File: config.mk
export PLATFORM = sky130hd
export DESIGN_NAME = mux4to1_using_decoder_flat
export DESIGN_NICKNAME = d
export VERILOG_FILES = /design/src/rtl/mux4to1_using_decoder_if.sv /design/src/rtl/mux4to1_using_decoder.sv /design/src/flat_wrapper.sv
export SDC_FILE = /design/constraint.sdc
export NUM_CORES = 1
export LEC_CHECK = 0
export BUFFER_PORTS_ARGS = -buffer_cell sky130_fd_sc_hd__buf_2
export CAP_MARGIN = 20
export CELL_PAD_IN_SITES_DETAIL_PLACEMENT = 1
export CELL_PAD_IN_SITES_GLOBAL_PLACEMENT = 1
export CORE_MARGIN = 2
export CORE_UTILIZATION = 26
export CTS_CLUSTER_SIZE = 28
export DETAILED_ROUTE_END_ITERATION = 8
export PLACE_DENSITY = 0.85
export SETUP_SLACK_MARGIN = 0.05
export SLEW_MARGIN = 20
export SYNTH_ARGS = -nofsm -noshare
export SYNTH_HDL_FRONTEND = slang
export SYNTH_SLANG_ARGS = --single-unit
File: constraint.sdc
create_clock -name clk -period 0.85 [get_ports clk]
set_input_delay 0.0425 -clock clk [delete_from_list [all_inputs] [get_ports clk]]
set_output_delay 0.0425 -clock clk [all_outputs]
set_load 0.01 [all_outputs]
File: src/rtl/mux4to1_using_decoder_if.sv
// Bus bundle for the registered decoder-based 4:1 selector: capture enable,
// select and data toward the block, registered result and decode back.
interface mux4to1_using_decoder_if #(
    parameter int WIDTH = 4
);
    logic             en;
    logic [1:0]       sel;
    logic [WIDTH-1:0] a;
    logic [WIDTH-1:0] b;
    logic [WIDTH-1:0] c;
    logic [WIDTH-1:0] d;
    logic [WIDTH-1:0] y;
    logic [3:0]       dec;

    modport master (
        output en, sel, a, b, c, d,
        input  y, dec
    );

    modport slave (
        input  en, sel, a, b, c, d,
        output y, dec
    );
endinterface

File: src/rtl/mux4to1_using_decoder.sv
// Registered 4:1 selector: a 2-to-4 one-hot decode of sel gates the data
// words through an AND-OR plane; the result and the decode are both registered.
module mux4to1_using_decoder #(
    parameter int WIDTH = 4
) (
    input  logic                      clk,
    input  logic                      rst_n,
    mux4to1_using_decoder_if.slave    bus
);

    logic [3:0]       dec_s;
    logic [WIDTH-1:0] y_s;
    logic [3:0]       dec_r;
    logic [WIDTH-1:0] y_r;

    function automatic logic [3:0] decode_2to4(input logic [1:0] s);
        return 4'b0001 << s;
    endfunction

    // Decode sel and gate each data word with its one-hot enable.
    always_comb begin
        dec_s = decode_2to4(bus.sel);
        y_s   = (bus.a & {WIDTH{dec_s[0]}})
              | (bus.b & {WIDTH{dec_s[1]}})
              | (bus.c & {WIDTH{dec_s[2]}})
              | (bus.d & {WIDTH{dec_s[3]}});
    end

    // Output registers; dec_r == 0 marks "reset, not yet loaded".
    always_ff @(posedge clk) begin
        if (!rst_n) begin
            y_r   <= {WIDTH{1'b0}};
            dec_r <= 4'b0000;
        end else if (bus.en) begin
            y_r   <= y_s;
            dec_r <= dec_s;
        end else begin
            y_r   <= y_r;
            dec_r <= dec_r;
        end
    end

    assign bus.y   = y_r;
    assign bus.dec = dec_r;

endmodule

File: src/flat_wrapper.sv
// flat-port wrapper written by rule: the top's interface ports become plain ports
module mux4to1_using_decoder_flat 
#(
    parameter int WIDTH = 4
)
  (clk, rst_n, bus_en, bus_sel, bus_a, bus_b, bus_c, bus_d, bus_y, bus_dec);
  mux4to1_using_decoder_if #(.WIDTH(WIDTH)) bus_i ();
  input  logic clk;
  input  logic rst_n;
  input wire logic [$bits(bus_i.en)-1:0] bus_en;
  input wire logic [$bits(bus_i.sel)-1:0] bus_sel;
  input wire logic [$bits(bus_i.a)-1:0] bus_a;
  input wire logic [$bits(bus_i.b)-1:0] bus_b;
  input wire logic [$bits(bus_i.c)-1:0] bus_c;
  input wire logic [$bits(bus_i.d)-1:0] bus_d;
  output wire logic [$bits(bus_i.y)-1:0] bus_y;
  output wire logic [$bits(bus_i.dec)-1:0] bus_dec;
  assign bus_i.en = bus_en;
  assign bus_i.sel = bus_sel;
  assign bus_i.a = bus_a;
  assign bus_i.b = bus_b;
  assign bus_i.c = bus_c;
  assign bus_i.d = bus_d;
  assign bus_y = bus_i.y;
  assign bus_dec = bus_i.dec;
  mux4to1_using_decoder #(.WIDTH(WIDTH)) u_core (.clk(clk), .rst_n(rst_n), .bus(bus_i));
endmodule
==> reports/summary.log <==
INFO  run_status     result_of_the_run=complete, no violations
INFO  yosys          postSynthRegisterBits=8
INFO  route          wire_per_inst=12.86um
INFO  clock_tree     root_buffer=sky130_fd_sc_hd__clkbuf_4
INFO  worst_setup_path critical_path.slowest_cell=sky130_fd_sc_hd__dfxtp_2
INFO  floorplan      fp.dieArea=1986um2
INFO  yosys          yosys_cell_types=19
INFO  route          avgViaCountPerCell=4.947
INFO  clock_tree     cts-buffers-inserted=3
INFO  timing         rsz0062_at_grt=no
INFO  timing         timing.final.max_slew_violations=0
INFO  worst_setup_path startpoint=u_core.bus.y[3]
INFO  placement      placed_cells=92
INFO  worst_setup_path worst_r2r_path_depth=2
INFO  min_path       worstHoldEndpoint=u_core.bus.y[1]
INFO  timing         final.setup_skew=0ps
INFO  route          drt-total-wl=1222um
INFO  power_and_ir_drop p_leak=0.3142nW
INFO  layout         antenna_cells_inserted=0
INFO  route          drcViolationCount=0
INFO  timing         max_freq=1327MHz
INFO  clock_tree     hold_buffers=0
INFO  worst_setup_path worst_path_dominant_cell_family=flip-flops
INFO  min_path       holdCritPathClass=in -> reg
INFO  yosys          netlist_area=427.9um2
INFO  layout         area_growth_synth_to_finish=50.58%
INFO  placement      post-dp-hpwl=1013um
INFO  worst_setup_path timing.critical_path.fanout_max=2
INFO  placement      gp_congestion=0.7574
INFO  timing         final_min_period_over_clock_period=0.8863
INFO  worst_setup_path crit_chain=buf_2
INFO  placement      placement.io_buffers=28
INFO  yosys          synth_async_reset_ratio=0
INFO  yosys          count_of_mapped_cells_out_of_synthesis=44
INFO  worst_setup_path setup.worst_path.end_class=output port
INFO  route          dr.pass1.iters=2
INFO  yosys          yosysWarningCount=0
INFO  global_routing overflow=0
INFO  timing         hold_violations=0
INFO  layout         area.sequential=162.7um2
INFO  power_and_ir_drop p_per_area=1415nW/um2
INFO  yosys          synth_top_flop_cell=sky130_fd_sc_hd__dfxtp_1
INFO  timing         report.final.setup_viol=0
INFO  route          number_of_drc_markers_in_iteration_0=8
INFO  yosys          syn-mean-instance-area=9.725um2
INFO  global_routing maximum_number_of_pins_on_one_net_before_global_route_repair=11
INFO  yosys          synth.largest_area_cell=sky130_fd_sc_hd__dfxtp_1
INFO  worst_setup_path r2r-end=u_core.bus.y[3]
INFO  layout         n_fill_cell=203
INFO  timing         tightest_slew=330.1ps
INFO  yosys          synth_edf_count=0
INFO  yosys          synth_top_area_frac=0.3743
INFO  global_routing first_global_vias=433
INFO  clock_tree     clk_pin_slew_worst_paths=60ps
INFO  route          vias=470
INFO  flow_run       max-cap-violations=0
INFO  yosys          netlist_top_cells_area=sky130_fd_sc_hd__dfxtp_1 (37%), sky130_fd_sc_hd__a211oi_2 (5.8%), sky130_fd_sc_hd__a21boi_0 (5.3%)
INFO  min_path       min_path_cells=3
INFO  clock_tree     cts.htree.levels=1
INFO  yosys          netlist_top_cells_count=sky130_fd_sc_hd__dfxtp_1 (8), sky130_fd_sc_hd__a21boi_0 (3), sky130_fd_sc_hd__nand2b_1 (3), sky130_fd_sc_hd__nor2b_1 (3), sky130_fd_sc_hd__nor3b_1 (3)
INFO  worst_setup_path regToRegSetupSlack=160ps
INFO  power_and_ir_drop net-switching-power=236.2uW
INFO  power_and_ir_drop worst_supply_voltage_drop_on_vdd=557.7uV
INFO  worst_setup_path critical_path.reg2reg.startpoint=u_core.bus.y[3]
INFO  floorplan      coreArea=1524um2
INFO  timing         slew_headroom=0.7795
INFO  layout         final_layout_size_suffix_gt1_frac=0.5570
INFO  global_routing total_routing_usage_reported_by_global_routing=0.1295
INFO  min_path       min_from=bus_a[1]
INFO  clock_tree     cts_max_path_buffers=2
INFO  power_and_ir_drop internal_power_consumption=675.9uW
INFO  power_and_ir_drop power.switching_fraction=0.2589
INFO  floorplan      die_y=44.57um
INFO  power_and_ir_drop power.share.combinational=0.225
INFO  global_routing grt_antenna_before_repair=0
INFO  route          drt.antenna.violating_nets=0
INFO  floorplan      design.portCount=29
INFO  yosys          synth_sequential_area_ratio=0.3743
INFO  worst_setup_path slowest_delay=330ps
INFO  clock_tree     insertion_delay=250ps
INFO  yosys          synthMostInstantiatedCell=sky130_fd_sc_hd__dfxtp_1
INFO  worst_setup_path crit_buf_inv=1
INFO  clock_tree     cts_tree=built
INFO  floorplan      initial_core_utilization=0.2808
INFO  layout         multi_input_comb_area=246.5um2
INFO  clock_tree     cts-resized-gates=0
INFO  worst_setup_path crit_arrival=710ps
INFO  worst_setup_path crit_start_category=register
INFO  layout         final_nets=102
INFO  power_and_ir_drop seq_power_share=0.449
INFO  timing         period_needed=753.3ps
INFO  layout         layoutNonFillerInstCount=95
INFO  worst_setup_path timing.setup.critical_path_class=reg -> out
INFO  clock_tree     cts_sinks=8
INFO  global_routing global_route_wire_length_before_repair=1835um
INFO  worst_setup_path critPathRequiredTime=810ps
INFO  floorplan      die_wd=44.57um
INFO  floorplan      rows=14
INFO  power_and_ir_drop clock_power_share=0.326
INFO  timing         hold-worst-slack=58.04ps
INFO  yosys          synthesis.nets=65
INFO  clock_tree     post-cts-setup-buffers=0
area by class of cell:
class                      instances  area share
sequential                         8      0.2524
tap                               16     0.03107
multi-input combinational         33      0.3825
clock buffer                       3     0.03495
timing repair buffer              35      0.2990
per-stage QoR:
stage               worst slack (ps)    util  instance area (um2)  setup TNS [ps]  power, mW
detailed placement            -66.97  0.4064                619.3          -287.9     0.6252
global route                   60.86  0.4228                644.4               0     0.9599
floorplan                      76.21       -                427.9               0     0.5190
global placement              -59.03  0.4064                619.3          -123.0     0.6176
CTS                            81.94  0.4212                641.9               0     0.9196
finish                         96.68  0.4228                644.4               0     0.9121
state kept, by name, summed over array words and instances, names as in the netlist:
signal          count
u_core.bus.y        4
u_core.bus.dec      4
layer usage:
metal	routed length [um]	part of all wire	vias to the layer above	track usage
li1	-	-	235	-
met1	505	0.41	209	0.1425
met2	567	0.46	24	0.2261
met3	138	0.11	2	0.02857
met4	10	0.0082	0	0.07273
met5	0	0	-	0
how the worst max path moves through the flow:
stage / end / slack, ps / cells after the start
2_1_floorplan: u_core.bus.y[2] / 80 / 4
3_3_place_gp: u_core.bus.y[2] / -60 / 4
3_5_place_dp: u_core.bus.y[3] / -70 / 4
4_1_cts: bus_dec[3] / 80 / 1
5_1_grt: bus_dec[2] / 60 / 1
6_report: bus_y[3] / 100 / 1
worst register-to-register path, cell delays in order (launching register included):
cell and delay, ps:
sky130_fd_sc_hd__dfxtp_2 330, sky130_fd_sc_hd__o21ai_0 80, sky130_fd_sc_hd__a211oi_2 200
cells in the final DEF, fill, tap and decap left out:
cell type                  Yosys  routed
sky130_fd_sc_hd__a211oi_2      2       2
sky130_fd_sc_hd__a21boi_0      3       3
sky130_fd_sc_hd__a21o_1        2       2
sky130_fd_sc_hd__a21oi_1       2       2
sky130_fd_sc_hd__buf_2         2      28
sky130_fd_sc_hd__buf_4         0       7
sky130_fd_sc_hd__clkbuf_4      0       3
sky130_fd_sc_hd__dfxtp_1       8       6
sky130_fd_sc_hd__dfxtp_2       0       2
sky130_fd_sc_hd__mux2_2        2       2
sky130_fd_sc_hd__mux2i_1       2       2
sky130_fd_sc_hd__nand2_1       1       1
sky130_fd_sc_hd__nand2b_1      3       3
sky130_fd_sc_hd__nand3_1       1       1
sky130_fd_sc_hd__nand3b_1      2       2
sky130_fd_sc_hd__nor2b_1       3       3
sky130_fd_sc_hd__nor3b_1       3       3
sky130_fd_sc_hd__o21a_1        1       1
sky130_fd_sc_hd__o21ai_0       2       2
sky130_fd_sc_hd__o221ai_1      2       2
sky130_fd_sc_hd__o22ai_1       2       2
power groups by stage:
stage / logic (mW) / clock network (mW) / registers, mW
2_1_floorplan: 0.0914 / 0 / 0.428
6_report: 0.205 / 0.297 / 0.410
4_1_cts: 0.209 / 0.302 / 0.409
3_3_place_gp: 0.201 / 0 / 0.417
3_5_place_dp: 0.208 / 0 / 0.417
5_1_grt: 0.226 / 0.321 / 0.413
cells by family (layout without fill, tap and decap cells):
kind of cell           after synthesis  in the layout  synth area share
DFF                                  8              8            0.3743
AOI/OAI and AO/OA                   16             16            0.2807
buffers and inverters                3             38           0.04971
and+or+nand+nor                     13             13            0.1959
muxes                                4              4           0.09941
(Power assumes the default switching activity.)
